### config.mk
export PLATFORM = sky130hd
export DESIGN_NAME = pe_feeder
export DESIGN_NICKNAME = d
export VERILOG_FILES = /design/src/rtl/pe_feeder.sv
export SDC_FILE = /design/constraint.sdc
export NUM_CORES = 1
export LEC_CHECK = 0
export ABC_AREA = 1
export BUFFER_PORTS_ARGS = -buffer_cell sky130_fd_sc_hd__buf_2
export CORE_ASPECT_RATIO = 1.5
export CORE_UTILIZATION = 50
export CTS_CLUSTER_DIAMETER = 60
export CTS_CLUSTER_SIZE = 24
export DETAILED_ROUTE_END_ITERATION = 8
export PLACE_DENSITY = 0.77
export SETUP_SLACK_MARGIN = 0.02
export SLEW_MARGIN = 20
export SYNTH_ARGS = -nofsm -noshare
export SYNTH_HDL_FRONTEND = slang
export SYNTH_SLANG_ARGS = --single-unit
### constraint.sdc
create_clock -name clk -period 3.9 [get_ports clk]
set_input_delay 0.78 -clock clk [delete_from_list [all_inputs] [get_ports clk]]
set_output_delay 0.78 -clock clk [all_outputs]
set_load 0.1 [all_outputs]
### src/rtl/pe_feeder.sv
// rtl/pe_feeder.sv - systolic input skew generator driving the PE_MAC activation rows
//
// Purpose: accepts one ROWS-element column vector per cycle (valid/ready) and
// drives PE row r with element r delayed by r cycles, together with skewed
// valid/first/last tile markers. After the last vector of a tile the feeder
// stalls for ROWS-1 cycles so consecutive tiles never overlap on any row.
//
// Ports:
//   clk       in   clock, rising edge
//   rst       in   asynchronous reset, active-high
//   in_m      in   ROWS*WIDTH input vector, element r at [r*WIDTH +: WIDTH]
//   in_valid  in   in_m / in_last valid
//   in_last   in   final vector of a tile
//   in_ready  out  vector can be accepted this cycle (state only)
//   o_m       out  ROWS*WIDTH skewed operands, row r at [r*WIDTH +: WIDTH]
//   o_valid   out  per-row operand valid
//   o_first   out  per-row first-of-tile marker
//   o_last    out  per-row last-of-tile marker
//   o_done    out  one-cycle pulse when the tile's last element reaches row ROWS-1
//   o_busy    out  high while streaming or flushing
module pe_feeder #(
  parameter int WIDTH = 8,
  parameter int ROWS  = 4
) (
  input  logic                  clk,
  input  logic                  rst,
  input  logic [ROWS*WIDTH-1:0] in_m,
  input  logic                  in_valid,
  input  logic                  in_last,
  output logic                  in_ready,
  output logic [ROWS*WIDTH-1:0] o_m,
  output logic [ROWS-1:0]       o_valid,
  output logic [ROWS-1:0]       o_first,
  output logic [ROWS-1:0]       o_last,
  output logic                  o_done,
  output logic                  o_busy
);

  localparam int CW = (ROWS > 1) ? $clog2(ROWS) : 1;

  typedef enum logic [1:0] {IDLE, STREAM, FLUSH} state_t;

  state_t          state_q;
  logic            ready_q;
  logic [CW-1:0]   cnt_q;
  logic            done_d;
  logic            done_q;

  logic accept;
  logic acc_first;
  logic acc_last;

  assign accept    = in_valid && ready_q;
  // Any accept taken while IDLE opens a new tile.
  assign acc_first = accept && (state_q == IDLE);
  assign acc_last  = accept && in_last;

  // Tile-level FSM; ready is registered alongside the state so it never
  // depends combinationally on in_valid.
  always_ff @(posedge clk or posedge rst) begin
    if (rst) begin
      state_q <= IDLE;
      ready_q <= 1'b1;
      cnt_q   <= '0;
    end else begin
      case (state_q)
        IDLE, STREAM: begin
          if (accept) begin
            if (in_last) begin
              if (ROWS > 1) begin
                state_q <= FLUSH;
                ready_q <= 1'b0;
                cnt_q   <= CW'(ROWS - 1);
              end else begin
                state_q <= IDLE;
              end
            end else begin
              state_q <= STREAM;
            end
          end
        end
        FLUSH: begin
          // Counter reaches 0 on the same edge the FSM returns to IDLE,
          // giving exactly ROWS-1 flush cycles.
          cnt_q <= cnt_q - 1'b1;
          if (cnt_q == CW'(1)) begin
            state_q <= IDLE;
            ready_q <= 1'b1;
          end
        end
        default: begin
          state_q <= IDLE;
          ready_q <= 1'b1;
          cnt_q   <= '0;
        end
      endcase
    end
  end

  // Row r is an (r+1)-deep register chain; stage 0 captures the accepted
  // element (or zeros on a bubble) and stage r drives the PE row.
  genvar r;
  generate
    for (r = 0; r < ROWS; r++) begin : g_row
      logic [WIDTH-1:0] d_q [0:r];
      logic             v_q [0:r];
      logic             f_q [0:r];
      logic             l_q [0:r];

      always_ff @(posedge clk or posedge rst) begin
        if (rst) begin
          for (int k = 0; k <= r; k++) begin
            d_q[k] <= '0;
            v_q[k] <= 1'b0;
            f_q[k] <= 1'b0;
            l_q[k] <= 1'b0;
          end
        end else begin
          d_q[0] <= accept ? in_m[r*WIDTH +: WIDTH] : '0;
          v_q[0] <= accept;
          f_q[0] <= acc_first;
          l_q[0] <= acc_last;
          for (int k = 1; k <= r; k++) begin
            d_q[k] <= d_q[k-1];
            v_q[k] <= v_q[k-1];
            f_q[k] <= f_q[k-1];
            l_q[k] <= l_q[k-1];
          end
        end
      end

      assign o_m[r*WIDTH +: WIDTH] = d_q[r];
      assign o_valid[r]            = v_q[r];
      assign o_first[r]            = f_q[r];
      assign o_last[r]             = l_q[r];
    end
  endgenerate

  // o_done is loaded from the same source as the last row's final stage, so
  // it pulses coincident with o_last[ROWS-1].
  generate
    if (ROWS == 1) begin : g_done_one
      assign done_d = acc_last;
    end else begin : g_done_many
      assign done_d = g_row[ROWS-1].l_q[ROWS-2];
    end
  endgenerate

  always_ff @(posedge clk or posedge rst) begin
    if (rst) begin
      done_q <= 1'b0;
    end else begin
      done_q <= done_d;
    end
  end

  assign in_ready = ready_q;
  assign o_done   = done_q;
  assign o_busy   = (state_q != IDLE);

endmodule
==> flow_summary_export.csv <==
group,metric,value,unit
status,status,"finished, final reports clean",
grt,grt_max_degree,98,
timing,min_period,2200,ps
critical_path,max_stage_delay,440,ps
floorplanning,io-pin-count,83,
critical_path,cp_num_buf_inv,2,
clocking,cts_hold_buf,0,
critical_path,cp-end-kind,"output port",
route,viasPerCell,4.13,
cells_and_area,multi_input_area,213,um^2
critical_path,crit_fanout,5,
grt,antenna_found_initial,0,
synthesis,syn_nets,257,
clocking,cts_buffers,9,
route,ant_nets,0,
clocking,ctsLongestPathBuffers,2,
timing,slew_viol_final,0,
synthesis,netlist_area,3040,um^2
job,cap_violations,0,
place,pre_cts_slack,2060,ps
grt,grt_overflow,0,
hold_path,hold_path.class,"reg2reg",
grt,grt_usage,14.3,%
synthesis,syn_inst,220,
cells_and_area,drive_gt1_share,35.3,%
cells_and_area,final_nets,318,
critical_path,critPathTopFamily,"buffers and inverters",
route,routed_wl,3930,um
route,wl_per_cell,11.0,um
place,portBuffers,82,
clocking,post_cts_buffers,0,
synthesis,ys_top_cells_by_area,"dfrtp_1 79%, buf_4 7.2%, inv_1 4.9%",
clocking,clk_pin_slew_worst_paths,100,ps
route,drt_iter0_markers,60,
critical_path,critical_path.slowest_cell,"dfrtp_1",
critical_path,cp-start-kind,"flop",
floorplanning,die_h,97.5,um
place,dp_hpwl,2600,um
synthesis,ys_types,12,
synthesis,synth_top_area_share,78.9,%
cells_and_area,seq_area,2430,um^2
synthesis,synth_area_per_cell,13.8,um^2
floorplanning,start_util,52.2,%
floorplanning,coreArea,5830,um^2
critical_path,crit_arrival,1420,ps
cells_and_area,area.growth.synth_to_final,14.5,%
cells_and_area,fillers,486,
critical_path,path_cells,"inv_1 -> nand2_1 -> buf_2",
timing,fin_worst_hold_slack,348,ps
critical_path,crit_required,3120,ps
timing,worstMarginPinSlew,805,ps
timing,hold_viol,0,
floorplanning,fp.dieW,65.7,um
cells_and_area,diodes,0,
critical_path,ff2ff_setup_slack,2630,ps
power,p_per_area,814,nW/um^2
timing,fmax,454,MHz
synthesis,yosysTopAreaCell,"dfrtp_1",
route,drtPass1Iterations,4,
timing,post-route-period-util,56.4,%
clocking,cts_tree,"done",
synthesis,ys_seq_area_share,79.8,%
route,drc,0,
clocking,cts_root_buf,"clkbuf_8",
floorplanning,row_count,34,
timing,setup_violations,0,
timing,setup_slack,1700,ps
grt,grt_pass1_vias,1451,
grt,grt_pass1_wl,6530,um
timing,tns,0,ps
synthesis,ys_ff_latch,97,
power,leakage,2.09,nW
synthesis,ys.warnings.count,0,
floorplanning,dieArea,6410,um^2
clocking,htree_levels,3,
timing,skew,9.20,ps
critical_path,crit_type,"reg2out",
clocking,ctsResizeCount,0,
power,ir_worst_vdd,0.000657,V
timing,slew_headroom,46.3,%
clocking,clock_sinks,97,
route,num_vias,1478,
timing,rsz0062_at_grt,"no",
place,gp_congestion,0.681,
clocking,clk_latency,350,ps
-- final timing paths --
kind                                   from         end  depth (start not counted)
min in group asynchronous               rst     o_m[14]                          2
min                        g_row[1].d_q[11]     o_m[11]                          0
max                              state_q[1]      o_busy                          3
min reg2reg                g_row[1].d_q[11]     o_m[11]                          0
max reg2reg                        in_ready  state_q[0]                          2
max in group asynchronous               rst     o_m[31]                          2
-- per-layer routing --
| layer | share of wire, % | vias to the layer above | GRT usage (%) | wire [um] |
|---|---|---|---|---|
| met3 | 6.1 | 9 | 5.16 | 241 |
| met2 | 51 | 50 | 21.4 | 2000 |
| met5 | 0 | - | 0 | 0 |
| li1 | - | 726 | - | - |
| met1 | 40 | 693 | 17.4 | 1580 |
| met4 | 2.5 | 0 | 8.86 | 99 |
-- sequential cells by signal, indices dropped and copies added, names as in the netlist --
register and count:
o_m 24, in_ready 1, g_row.v_q 3, o_done 1, o_valid 1, g_row.l_q 2, cnt_q 2, g_row.d_q 56
o_first 1, g_row.f_q 3, done_d 1, state_q 2
-- report_power, final --
group	switching, mW	total, mW	internal [mW]	leakage [nW]
logic	0.876	0.995	0.120	0.708
clock network	0.344	0.588	0.245	0.0899
registers	0.0636	1.25	1.19	1.29
-- through the flow --
| step | std cells | cell area, um^2 | util [%] | power, mW |
|---|---|---|---|---|
| finish | 358 | 3480 | 59.8 | 2.84 |
| global route | 358 | 3480 | 59.8 | 2.96 |
| CTS | 358 | 3480 | 59.7 | 2.87 |
| detailed placement | 342 | 3290 | 56.5 | 2.28 |
| global placement | 342 | 3290 | 56.5 | 2.25 |
| floorplan | 220 | 3040 | - | 2.20 |
-- cells in the final DEF (no fill, tap or decap) --
cell        synthesis  final
clkbuf_8            0      9
nand2_1             7      7
inv_1              40     39
o21ai_0             3      3
clkinv_4            0      2
inv_6               0      2
buf_2               0     82
clkinvlp_4          0      2
ha_1                1      1
dfrtp_1            96     96
nand2_2             1      1
nand3_1             3      3
dfstp_2             1      1
a21oi_1             2      2
inv_8               0      2
nor2_1             34     34
-- synthesized netlist by cell type, drive strengths merged --
library cell   n
inv           40
o21ai          3
buf           32
nor2          34
dfstp          1
nand3          3
nand2          8
a21oi          2
ha             1
dfrtp         96
-- cells by family after synthesis --
family / share of synthesized area [%]
compound gates: 0.822
fa+ha+maj: 0.411
buf+inv: 13.2
flops: 79.8
simple gates: 5.76
-- cell type report --
class / instances / area share, %
clock buffers: 9 / 3.55
clock inverters: 7 / 1.83
inverters: 40 / 4.45
multi-input cells: 51 / 6.10
flip-flops and latches: 97 / 69.7
well taps: 72 / 2.59
repair buffers: 82 / 11.8
-- worst reg2reg max path, cell delays in order, from the launching register on --
cell     delay [ps]
dfstp_2         570
nand2_2         340
a21oi_1         280
Power figures use the tool's default switching activity.
